==> src/rtl/trap_ctrl.sv <==
// Trap sequencer for the machine-mode CSR file: picks one exception/interrupt
// cause at retirement, strobes the CSR file, then redirects the PC.
module trap_ctrl #(
    parameter bit VECTORED_EN = 1'b1,
    parameter bit IRQ_EN      = 1'b1
) (
    input  logic        clk,
    input  logic        reset,
    input  logic        instr_valid,
    input  logic [31:0] pc_in,
    input  logic        exc_fetch_misalign,
    input  logic        exc_illegal,
    input  logic        exc_ebreak,
    input  logic        exc_load_misalign,
    input  logic        exc_store_misalign,
    input  logic        exc_ecall,
    input  logic        mret,
    input  logic        irq_ext,
    input  logic        irq_timer,
    input  logic        mstatus_mie,
    input  logic [31:0] mtvec_in,
    input  logic [31:0] mepc_in,
    output logic        trap_enter,
    output logic        trap_exit,
    output logic [31:0] trap_pc,
    output logic [31:0] exception_code,
    output logic        stall,
    output logic        redirect_valid,
    output logic [31:0] redirect_pc
);

    // Handshake: there is no backpressure. Each strobe (trap_enter,
    // trap_exit, redirect_valid) is a single-cycle valid that the CSR file
    // and PC logic are always ready to accept in the cycle it is high.

    typedef enum logic [1:0] {
        RUN      = 2'd0,
        ENTER    = 2'd1,
        EXIT     = 2'd2,
        REDIRECT = 2'd3
    } state_t;

    state_t      state;
    state_t      state_next;

    logic [31:0] code_q;
    logic [31:0] pc_q;
    logic        irq_q;
    logic        mret_q;

    logic        detect;
    logic        irq_hit;
    logic        exc_hit;
    logic        take_trap;
    logic        take_mret;
    logic [31:0] cause;
    logic [31:0] mtvec_base;

    // The low bits of mepc are forced to zero on return.
    logic [1:0]  unused_mepc_bits;
    assign unused_mepc_bits = mepc_in[1:0];

    always_comb begin
        detect    = (state == RUN) && instr_valid;
        irq_hit   = IRQ_EN && mstatus_mie && (irq_ext || irq_timer);
        exc_hit   = exc_fetch_misalign || exc_illegal || exc_ebreak ||
                    exc_ecall || exc_load_misalign || exc_store_misalign;
        take_trap = detect && (irq_hit || exc_hit);
        take_mret = detect && mret && !(irq_hit || exc_hit);
    end

    // Interrupts first, then synchronous exceptions in architectural order.
    always_comb begin
        cause = 32'd0;
        if (irq_hit) begin
            cause = irq_ext ? 32'h8000_000B : 32'h8000_0007;
        end else if (exc_fetch_misalign) begin
            cause = 32'd0;
        end else if (exc_illegal) begin
            cause = 32'd2;
        end else if (exc_ebreak) begin
            cause = 32'd3;
        end else if (exc_ecall) begin
            cause = 32'd11;
        end else if (exc_load_misalign) begin
            cause = 32'd4;
        end else if (exc_store_misalign) begin
            cause = 32'd6;
        end
    end

    always_ff @(posedge clk) begin
        if (reset) begin
            state <= RUN;
        end else begin
            state <= state_next;
        end
    end

    always_comb begin
        state_next = state;
        case (state)
            RUN: begin
                if (take_trap) begin
                    state_next = ENTER;
                end else if (take_mret) begin
                    state_next = EXIT;
                end
            end
            ENTER:    state_next = REDIRECT;
            EXIT:     state_next = REDIRECT;
            REDIRECT: state_next = RUN;
            default:  state_next = RUN;
        endcase
    end

    always_ff @(posedge clk) begin
        if (reset) begin
            code_q <= 32'd0;
            pc_q   <= 32'd0;
            irq_q  <= 1'b0;
            mret_q <= 1'b0;
        end else if (take_trap) begin
            code_q <= cause;
            pc_q   <= pc_in;
            irq_q  <= irq_hit;
            mret_q <= 1'b0;
        end else if (take_mret) begin
            mret_q <= 1'b1;
        end
    end

    always_comb begin
        mtvec_base     = {mtvec_in[31:2], 2'b00};
        trap_enter     = (state == ENTER);
        trap_exit      = (state == EXIT);
        redirect_valid = (state == REDIRECT);
        stall          = (state != RUN) || take_trap || take_mret;
        exception_code = code_q;
        trap_pc        = pc_q;
        redirect_pc    = 32'd0;
        if (state == REDIRECT) begin
            if (mret_q) begin
                redirect_pc = {mepc_in[31:2], 2'b00};
            end else if (VECTORED_EN && irq_q && (mtvec_in[1:0] == 2'b01)) begin
                redirect_pc = mtvec_base + {25'd0, code_q[4:0], 2'b00};
            end else begin
                redirect_pc = mtvec_base;
            end
        end
    end

endmodule
==> config.mk <==
export PLATFORM = sky130hd
export DESIGN_NAME = trap_ctrl
export DESIGN_NICKNAME = d
export VERILOG_FILES = /design/src/rtl/trap_ctrl.sv
export SDC_FILE = /design/constraint.sdc
export NUM_CORES = 1
export LEC_CHECK = 0
export CORE_MARGIN = 8
export CORE_UTILIZATION = 32
export DETAILED_ROUTE_END_ITERATION = 12
export PLACE_DENSITY = 0.88
export SYNTH_ARGS = -nofsm -noshare
export SYNTH_HDL_FRONTEND = slang
export SYNTH_SLANG_ARGS = --single-unit
==> constraint.sdc <==
create_clock -name clk -period 2.1 [get_ports clk]
set_input_delay 0.21 -clock clk [delete_from_list [all_inputs] [get_ports clk]]
set_output_delay 0.21 -clock clk [all_outputs]
set_load 0.02 [all_outputs]
* Yosys cells after proc, flatten, opt, wreduce, memory -nomap -nowiden
Index checks and enable logic that the tools add are counted.
** Cells by class
- Add/sub/neg operators :: 1
- Equality and inequality tests :: 5
- Muxes and demuxes :: 14
- Reductions and logical operators :: 20
** Operators by type and width (number)
- $mux 32 :: 4
- $add 32x7->32 :: 1
- $mux 4 :: 5
- $logic_or 1x1->1 :: 9
- $logic_and 1x1->1 :: 6
- $mux 3 :: 2
- $pmux 2 s3 :: 1
- $eq 2x1->1 const B :: 2
- $eq 2x2->1 const B :: 2
- $mux 2 :: 2
- $reduce_or 2->1 :: 2
- $ne 3x3->1 const B :: 1
- $logic_not 2->1 :: 1
- $reduce_bool 2->1 :: 1
- $logic_not 1->1 :: 1
** Word-level totals
- Register bits :: 68
- Output and inout port bits :: 100
- Word-level logic and storage cells :: 45

* Logic depth before layout (Yosys ltp)
- Depth in word-level cells :: 11
- Mapped depth :: 9
- Gate-level depth less buffers :: 8

* Least setup slack after synthesis
No wires, ideal clock.
- Path kind :: register to output
- Start :: register code_q[0], in the netlist exception_code[0]
- End :: output redirect_pc[26]
- Arrival time :: 2547 ps
- Slack :: -657 ps
- Cell stages (with the launch flop) :: 9
- Cell sequence :: dfxtp_1 > ha_1 > inv_1 > fa_1 > nand2b_1 > a21oi_1 > nand3_1 > or3_1 > a31oi_1
** On the way
- Cells in the longest elaborated chain, start to end :: 4
** RTL lines
- from (decl) :: line 46 : logic [31:0] code_q;
- from (signal assigned) :: line 124 : code_q <= cause;
- $add 32x7->32 :: line 146 : redirect_pc = mtvec_base + {25'd0, code_q[4:0], 2'b00};
- $mux 32 :: line 145 : end else if (VECTORED_EN && irq_q && (mtvec_in[1:0] == 2'b01)) begin
- $mux 32 :: line 143 : if (mret_q) begin
- $mux 32 :: line 142 : if (state == REDIRECT) begin
- to (decl) :: line 29 : output logic [31:0] redirect_pc
No other way between the ends.

* Worst setup path in the final report
- Start :: register code_q[0], in the netlist exception_code[0]
- End :: output redirect_pc[12]
The elaborated chain is that of the path after synthesis.

==> metrics.yaml <==
placed_design:
  hpwlAfterDp_um: 9800
  gp_congestion: 0.808
  place_area_sq_um: 5350
  port_buffers: 177
worst_setup_path:
  crit_fanout: 2
  worstSetupEndpointType: "primary output"
  start_kind: "flop"
  path_cells: "ha_4 -> inv_2 -> fa_2 -> nand2b_4 -> a2111oi_4 -> nand3_1 -> xor2_1 -> a21oi_2 -> buf_4"
  cpMaxStageDelayCell: "a2111oi_4"
  required_ns: 1.89
  rr_worst_depth: 7
  critPathKind: "reg -> out"
  cpPeakStageDelay_ns: 0.37
  arrival_ns: 2.28
drt:
  ant_nets: 0
  wl_um: 12300
  dr.pass1.iters: 4
  routedWlPerCell_um: 16.5
  drtIter0Drc: 80
  via_count: 3737
  remaining_drc_errors: 0
  viasPerCell: 4.98
synthesis:
  synth.area.top_cells: "dfxtp_1, a21oi_1, nand2_1"
  synth_top_area_share_pct: 27.3
  ys_ff_latch: 40
  synthesis.instances: 402
  yosys.area_share.simple_pct: 23.6
  synth_xor_area_share_pct: 7.48
  post_synth_num_cell_types: 50
  synth-compound-area-share_pct: 23.0
  synth_seq_area_share_pct: 27.3
  ys_async_sr_fraction_pct: 0
  synth_edf_count: 0
  synth_area_sq_um: 2930
  ys.flop_type: "dfxtp_1"
  synth_top_family_by_area: "simple AND/OR/NAND/NOR gates"
  synth_fa_ha_area_share_pct: 4.53
  yosysTopAreaCell: "dfxtp_1"
  synthMuxAreaShare_pct: 0.683
  synth.avg_cell_area_sq_um: 7.29
  yosys_warnings: 0
clocking:
  ctsLongestPathBuffers: 2
  clk_latency_ns: 0.29
  cts_tree: "yes"
  cts.sinks: 40
  root_buffer: "clkbuf_8"
  path_clk_slew_ns: 0.08
  cts_inserted_buffers: 5
  cts_max_level: 2
  ctsHoldBuffers: 0
timing:
  setup_viol_count_final: 27
  final.min_clock_period_ns: 2.49
  final_max_slew_viol_count: 0
  fin_crit_sh_pct: 119
  grt_setup_unrepaired: "true"
  hold_slack_ns: 0.457
  layout_setup_ws_ns: -0.393
  finalHoldViolCount: 0
  clock_skew_ns: 0.00725
  fmax_mhz: 401
  fin_tns_setup_ns: -6.01
grt:
  grt_first_pass_wirelength_um: 19600
  grt_pass1_vias: 4110
  gr-total-overflow: 0
  grt_antenna_before_repair: 0
  grtUsageTotal_pct: 18.9
  grt_max_degree: 41
layout:
  synthToLayoutAreaGrowth_pct: 96.8
  drive_gt1_share_pct: 29.9
  nets: 758
  fill_cells: 778
  stdcell_area_sq_um: 5760
  final_core_util_pct: 63.6
  n_antenna_cell: 0
floorplan:
  die_x_um: 112
  die_area_sq_um: 12500
  rows: 35
  fp.dieH_um: 112
  start_util_pct: 32.3
  core_area_sq_um: 9060
  io_pins: 209
power_and_ir_drop:
  total_leakage_power_nw: 2.30
  fin_total_pwr_mw: 4.10
  irDropWorstVdd_mv: 0.636
  power_density_nw_per_um2: 711
run_status:
  status: "complete, but fails checks"
  failed_checks: "negative setup slack"
worst_hold_path:
  holdPathStages: 3
  min_path_type: "in -> reg"
run:
  cap_violations: 0
==> synth_stat cells (all sizes together) (3+ instances only) <==
cell    number
a31oi        3
ha           9
nand4       10
a21oi       62
nand3       13
nand2b       3
a311oi       3
o21ai       34
buf         37
inv         10
xor2        21
dfxtp       40
nor2b        3
nand2       80
nor2        11
and3         7
o211a        3
xnor2        4
clkbuf      18
==> metal layers <==
metal | track usage [%] | wire, um | part of all wire (%) | vias up
met3 | 8.71 | 1340 | 11 | 18
met5 | 0 | 0 | 0 | -
li1 | - | - | - | 1801
met1 | 17.8 | 4520 | 37 | 1756
met2 | 35.4 | 6250 | 51 | 162
met4 | 6.11 | 232 | 1.9 | 0
==> repair_timing <==
action / in CTS / in global routing
setup endpoints to repair: 31 / 29
gates resized for setup: 210 / 28
pin swaps: 59 / 34
setup buffers: 5 / 3
==> critical path: cells and delay by family (launching register included) <==
kind / cells / cell delay (ns)
AOI/OAI and AO/OA: 2 / 0.48
xor gates and xnor gates: 1 / 0.18
adders and majority gates: 2 / 0.46
buffers and inverters: 2 / 0.18
and+or+nand+nor: 2 / 0.32
DFF: 1 / 0.36
==> registers in the layout, indices dropped and copies added (netlist names) <==
| signal | cells |
|---|---|
| trap_pc | 32 |
| exception_code | 5 |
| state | 2 |
| mret_q | 1 |
==> worst paths after layout <==
check / start / endpoint / slack (ns)
hold / removal: pc_in[26] / trap_pc[26] / 0.46
setup reg to reg: state[1] / state[0] / 0.40
hold reg to reg: trap_pc[22] / trap_pc[22] / 0.46
setup / recovery: exception_code[0] / redirect_pc[12] / -0.39
==> power breakdown <==
part | leakage [nW] | switching, mW | internal, mW | total [mW]
logic | 1.93 | 1.35 | 1.23 | 2.58
registers | 0.329 | 0.103 | 0.921 | 1.02
clock network | 0.0443 | 0.269 | 0.226 | 0.495
==> area by class of cell <==
cell class / count / area (sq um) / share of cell area, %
Clock buffer: 5 / 68.8 / 1.19
Clock inverter: 2 / 11.3 / 0.195
Inverter: 10 / 37.5 / 0.651
Multi-Input combinational cell: 325 / 2250 / 39.0
Sequential cell: 40 / 806 / 14.0
Tap cell: 111 / 139 / 2.41
Timing Repair Buffer: 257 / 2450 / 42.5
==> metrics by stage <==
step           std cells  setup WS (ns)
2_1_floorplan        430        -0.0948
3_3_place_gp         736          -1.00
3_5_place_dp         736          -1.05
4_1_cts              748         -0.384
5_1_grt              750         -0.512
6_report             750         -0.393
==> logic make-up (layout without fill, tap and decap cells) <==
logic type                 count (synthesis)  after routing
and+or+nand+nor                          142            142
AOI/OAI and AO/OA                        117            117
buffers and inverters                     65            274
DFF                                       40             40
xor gates and xnor gates                  25             25
adders and majority gates                 10             10
muxes                                      2              2
other                                      1             29
==> cells in the final DEF (no fill, tap or decap), types with 11 or more instances in the layout <==
cell type / instances
buf_6: 29
conb_1: 29
dfxtp_1: 38
clkdlybuf4s50_1: 139
nor2_1: 11
buf_4: 75
o21ai_0: 29
nand2_1: 76
a21oi_1: 40
a21oi_2: 20
xor2_1: 17
No activity file was read; power rests on OpenSTA's default activity.
